--- src/rtl/tomasulo_pkg.sv ---
// tomasulo_pkg: shared reservation-station tag type and constants for the Tomasulo core.
package tomasulo_pkg;
    localparam int TAGW_DEF = 4;
    typedef logic [TAGW_DEF-1:0] tag_t;
    localparam tag_t TAG_NONE = '0;
endpackage

--- src/rtl/tomasulo_regstat_file_entry.sv ---
// regstat_entry: one renamed register (value, busy, producer tag) with CDB capture and issue priority.
module regstat_entry
    import tomasulo_pkg::*;
#(
    parameter int XLEN = 32,
    parameter int TAGW = TAGW_DEF
) (
    input  logic            clk,
    input  logic            rst_n,
    input  logic            i_issue,
    input  logic [TAGW-1:0] i_issue_tag,
    input  logic            i_cdb_valid,
    input  logic [TAGW-1:0] i_cdb_tag,
    input  logic [XLEN-1:0] i_cdb_data,
    input  logic            i_flush,
    output logic [XLEN-1:0] o_value,
    output logic            o_busy,
    output logic [TAGW-1:0] o_tag
);
    logic [XLEN-1:0] r_value;
    logic            r_busy;
    logic [TAGW-1:0] r_tag;
    logic            w_hit;

    assign w_hit = i_cdb_valid && r_busy && r_tag == i_cdb_tag;

    // flush beats issue beats wakeup for busy/tag; the value capture is independent of both
    always_ff @(posedge clk or negedge rst_n) begin
        if (!rst_n) begin
            r_value <= '0;
            r_busy  <= 1'b0;
            r_tag   <= '0;
        end else begin
            r_value <= w_hit ? i_cdb_data : r_value;
            r_busy  <= i_flush ? 1'b0 : i_issue ? 1'b1 : w_hit ? 1'b0 : r_busy;
            r_tag   <= i_flush ? '0 : i_issue ? i_issue_tag : w_hit ? '0 : r_tag;
        end
    end

    assign o_value = r_value;
    assign o_busy  = r_busy;
    assign o_tag   = r_tag;
endmodule

--- src/rtl/tomasulo_regstat_file.sv ---
// tomasulo_regstat_file: register file with rename status, CDB wakeup and multi-port reads.
// Optional REGSTAT_BYPASS_EN forwards a same-cycle CDB broadcast to the read ports.
module tomasulo_regstat_file
    import tomasulo_pkg::*;
#(
    parameter int XLEN  = 32,
    parameter int NREGS = 32,
    parameter int NREAD = 4,
    parameter int TAGW  = TAGW_DEF,
    localparam int AW   = $clog2(NREGS)
) (
    input  logic                        clk,
    input  logic                        rst_n,
    input  logic                        issue_valid,
    input  logic [AW-1:0]               issue_rd,
    input  logic [TAGW-1:0]             issue_tag,
    input  logic                        cdb_valid,
    input  logic [TAGW-1:0]             cdb_tag,
    input  logic [XLEN-1:0]             cdb_data,
    input  logic                        flush,
    input  logic [NREAD-1:0][AW-1:0]    raddr,
    output logic [NREAD-1:0][XLEN-1:0]  rdata,
    output logic [NREAD-1:0]            rbusy,
    output logic [NREAD-1:0][TAGW-1:0]  rtag,
    output logic [AW:0]                 busy_cnt
);
    localparam logic [TAGW-1:0] NONE = TAGW'(TAG_NONE);

    logic [XLEN-1:0] w_val [NREGS];
    logic [TAGW-1:0] w_tag [NREGS];
    logic [NREGS-1:0] w_busy;
    logic [NREAD-1:0] w_byp;
    logic            w_issue_ok;
    logic            w_cdb_ok;
    logic [AW:0]     w_cnt;
    logic [AW:0]     r_cnt;

    assign w_issue_ok = issue_valid && issue_tag != NONE && !flush;
    assign w_cdb_ok   = cdb_valid && cdb_tag != NONE;

    // x0 is hardwired: no entry, constant zero state
    assign w_val[0]  = '0;
    assign w_tag[0]  = '0;
    assign w_busy[0] = 1'b0;

    for (genvar g = 1; g < NREGS; g++) begin : g_ent
        regstat_entry #(.XLEN(XLEN), .TAGW(TAGW)) u_ent (
            .clk         (clk),
            .rst_n       (rst_n),
            .i_issue     (w_issue_ok && issue_rd == AW'(g)),
            .i_issue_tag (issue_tag),
            .i_cdb_valid (w_cdb_ok),
            .i_cdb_tag   (cdb_tag),
            .i_cdb_data  (cdb_data),
            .i_flush     (flush),
            .o_value     (w_val[g]),
            .o_busy      (w_busy[g]),
            .o_tag       (w_tag[g])
        );
    end

    for (genvar p = 0; p < NREAD; p++) begin : g_byp
`ifdef REGSTAT_BYPASS_EN
        assign w_byp[p] = w_cdb_ok && w_busy[raddr[p]] && w_tag[raddr[p]] == cdb_tag;
`else
        assign w_byp[p] = 1'b0;
`endif
    end

    always_comb begin
        for (int p = 0; p < NREAD; p++) begin
            rdata[p] = w_byp[p] ? cdb_data : w_val[raddr[p]];
            rbusy[p] = w_busy[raddr[p]] && !w_byp[p];
            rtag[p]  = w_byp[p] ? NONE : w_tag[raddr[p]];
        end
    end

    always_comb begin
        w_cnt = '0;
        for (int i = 0; i < NREGS; i++) w_cnt = w_cnt + (AW+1)'(w_busy[i]);
    end

    always_ff @(posedge clk or negedge rst_n) begin
        if (!rst_n) r_cnt <= '0;
        else r_cnt <= w_cnt;
    end

    assign busy_cnt = r_cnt;
endmodule

--- config.mk ---
export PLATFORM = sky130hd
export DESIGN_NAME = tomasulo_regstat_file
export DESIGN_NICKNAME = d
export VERILOG_FILES = /design/src/rtl/tomasulo_pkg.sv /design/src/rtl/tomasulo_regstat_file_entry.sv /design/src/rtl/tomasulo_regstat_file.sv
export SDC_FILE = /design/constraint.sdc
export NUM_CORES = 2
export LEC_CHECK = 0
export ABC_CLOCK_PERIOD_IN_PS = 4700
export BUFFER_PORTS_ARGS = -buffer_cell sky130_fd_sc_hd__buf_2
export CORE_ASPECT_RATIO = 0.6
export CORE_MARGIN = 4
export CORE_UTILIZATION = 50
export CTS_BUF_LIST = sky130_fd_sc_hd__clkbuf_4 sky130_fd_sc_hd__clkbuf_8
export DETAILED_ROUTE_END_ITERATION = 10
export PLACE_DENSITY = 0.67
export SYNTH_ARGS = -nofsm -noshare
export SYNTH_HDL_FRONTEND = slang
export SYNTH_SLANG_ARGS = --single-unit
--- constraint.sdc ---
create_clock -name clk -period 4.7 [get_ports clk]
set_input_delay 0.47 -clock clk [delete_from_list [all_inputs] [get_ports clk]]
set_output_delay 0.47 -clock clk [all_outputs]
set_load 0.05 [all_outputs]
==> impl_metrics.csv <==
group,metric,value,unit
outcome,outcome,"finished with violations",
outcome,violations,"negative setup slack",
clocking,clockBufferDepth,4,
hold_path,hold_path.class,"primary input to asynchronous set/reset pin",
yosys,netlist_area,86800,sq um
power,leakagePower,41.4,nW
floorplanning,die_y,331,um
global_route,antenna_found_initial,15,
yosys,avgSynthCellArea,13.8,sq um
floorplanning,rows,118,
floorplanning,start_util,0.503,
sta,finalMaxSlewViolations,0,
floorplanning,core,173000,sq um
global_route,overflow,0,
global_route,grt_max_degree,140,
yosys,async_flop_share,1.00,
sta,slew_headroom,0.132,
setup_path,r2r_slack,-0.07,ns
finish,area_growth,9.64,%
place,dp_slack,-0.150,ns
clocking,insertion_delay,0.97,ns
setup_path,cp_max_fo,2,
finish,mostFrequentLayoutCell,"dfrtp_1",
place,portBuffers,223,
setup_path,arrival,5.58,ns
finish,multi_input_area,53800,sq um
yosys,synth_cells,6301,
setup_path,r2r-end,"busy_cnt[4]",
finish,final_cell_mix,"1153 x dfrtp_1, 888 x mux4_2, 535 x mux2_4",
finish,register_area,28900,sq um
flow_run,maxCapViolations,0,
setup_path,critPathKind,"register to register",
setup_path,cp-end-kind,"register",
sta,fin_ws,-0.0680,ns
setup_path,endpoint,"busy_cnt[4]",
floorplanning,die_w,546,um
sta,setup_viol,2,
sta,max_clock_freq,0.210,GHz
yosys,synth_flop_cell,"dfrtp_1",
power,power.density,261,nW/um^2
sta,worst_pin_slew,1.29,ns
setup_path,startpoint,"g_ent[6].u_ent.o_busy",
global_route,grt_pass1_wl,486000,um
drt,drtAntennaViolNets,0,
clocking,numCtsBuffers,190,
finish,nNetsFinal,6444,
yosys,yosysUniqueCellTypes,54,
setup_path,r2r-start,"g_ent[6].u_ent.o_busy",
sta,grt_setup_unrepaired,"yes",
sta,fin_crit_sh,1.01,
drt,num_vias,66700,
drt,wl,339000,um
drt,first_pass_iters,9,
finish,fillers,13800,
place,dp_hpwl,213000,um
drt,drcViolationCount,0,
yosys,yosysWarnings,0,
power,max-vdd-ir-drop,0.229,mV
setup_path,reg2regPathDepth,12,
drt,vias_per_cell,7.60,
clocking,cts_tree,"done",
power,power.total,0.0248,W
clocking,cts_root_buffer,"clkbuf_8",
sta,hold_ws,0.0647,ns
sta,finClkSkew,0.0755,ns
floorplanning,io_pins,224,
yosys,seq_area_frac_synth,0.332,
finish,drive_above_1_share,0.466,
floorplanning,dieArea,181000,sq um
clocking,cts_sinks,1153,
place,place_congestion,0.981,
global_route,grt_pass1_vias,65900,
yosys,syn_nets,6401,
clocking,path_clk_slew,0.07,ns
sta,final-hold-violation-count,0,
clocking,h-tree-depth,4,
global_route,grtUsageTotal,0.369,
yosys,synth_edf_count,0,
setup_path,worstSetupStartpointType,"register",
sta,final.min_clock_period,4.77,ns
drt,drt_iter0_drc,10100,
setup_path,required,5.51,ns
yosys,ys_seq_elements,1153,
drt,routedWlPerCell,38.7,um
==> registers in the layout (all words and copies together) (netlist names) <==
signal,count
busy_cnt,6
g_ent.u_ent.o_busy,31
g_ent.u_ent.o_tag,124
g_ent.u_ent.o_value,992
==> routing by layer <==
| layer | up-vias | global-route usage | part of all wire |
|---|---|---|---|
| li1 | 25300 | - | - |
| met1 | 34100 | 0.499 | 0.38 |
| met2 | 6002 | 0.505 | 0.40 |
| met3 | 1198 | 0.180 | 0.17 |
| met4 | 21 | 0.148 | 0.049 |
| met5 | - | 0.0120 | 0.00092 |
==> critical path, cell delays in order, from the launching register on <==
cell,delay [ns]
dfrtp_1,0.37
inv_2,0.05
fa_1,0.59
fa_2,0.53
fa_1,0.57
fa_1,0.44
fa_1,0.52
fa_1,0.43
fa_2,0.38
fa_2,0.41
o21ai_2,0.12
a21oi_1,0.09
xnor2_1,0.13
==> power breakdown <==
| part | switching (W) | internal, W |
|---|---|---|
| clock network | 0.00461 | 0.00549 |
| registers | 0.000332 | 0.0102 |
| logic | 0.00267 | 0.00153 |
==> through the flow <==
stage | instance area (sq um) | util | std cells | TNS [ns]
2_1_floorplan | 86800 | - | 6301 | 0
3_3_place_gp | 91000 | 0.527 | 8428 | -0.194
3_5_place_dp | 91000 | 0.527 | 8428 | -0.157
4_1_cts | 95100 | 0.551 | 8763 | -0.0488
5_1_grt | 95200 | 0.551 | 8766 | -0.217
6_report | 95200 | 0.551 | 8769 | -0.0757
==> layout make-up <==
class	count	area share
Sequential cell	1153	0.303
Clock buffer	281	0.0377
Tap cell	2280	0.0300
Antenna cell	4	0.000105
Clock inverter	52	0.00584
Timing Repair Buffer	569	0.0512
Inverter	184	0.00726
Multi-Input combinational cell	4246	0.565
==> cells in the mapped netlist, types with 23 or more instances <==
cell	instances	share of area
a32o_1	32	0.0037
nor2b_1	37	0.0027
xnor2_1	72	0.0073
nor4_2	28	0.0040
dfrtp_1	1153	0.33
a22o_1	443	0.045
mux2i_1	438	0.051
and2_1	144	0.010
buf_1	49	0.0021
buf_6	85	0.011
fa_1	23	0.0053
buf_2	193	0.011
buf_4	41	0.0035
xor2_1	30	0.0030
inv_1	179	0.0077
mux2_2	487	0.063
mux2_4	535	0.093
a211oi_1	148	0.013
o21ai_0	159	0.0092
o31ai_1	174	0.015
mux2_1	117	0.015
nand2_1	107	0.0046
o22ai_1	156	0.011
o41ai_2	72	0.013
mux4_2	888	0.23
clkbuf_1	350	0.015
==> how the worst min path moves through the flow <==
stage / startpoint / end / slack, ns / depth (start not counted)
2_1_floorplan: rst_n / busy_cnt[0] / 0.17 / 0
3_3_place_gp: rst_n / g_ent[3].u_ent.o_value[27] / 0.46 / 1
3_5_place_dp: rst_n / g_ent[3].u_ent.o_value[27] / 0.46 / 1
4_1_cts: rst_n / g_ent[3].u_ent.o_value[28] / 0.08 / 2
5_1_grt: rst_n / g_ent[1].u_ent.o_value[24] / 0.11 / 2
6_report: rst_n / g_ent[3].u_ent.o_value[27] / 0.06 / 2
==> cells by family (layout without fill, tap and decap cells) <==
| group | Yosys count | count (layout) | share of synthesized area |
|---|---|---|---|
| mux | 2465 | 2465 | 0.452 |
| other cells | 0 | 4 | 0 |
| simple gates | 420 | 420 | 0.0335 |
| fa+ha+maj | 30 | 30 | 0.00631 |
| xor+xnor | 102 | 102 | 0.0103 |
| flops | 1153 | 1153 | 0.332 |
| compound gates | 1229 | 1229 | 0.115 |
| buf+inv | 902 | 1086 | 0.0509 |
==> what timing repair did <==
item                       4_1_cts  5_1_grt
hold buffers                     1        0
hold endpoints to repair        69        0
setup endpoints to repair        2        5
setup buffers                    1        2
gates resized for setup          7       10
pin swaps                        2        2
(Power assumes the default switching activity.)
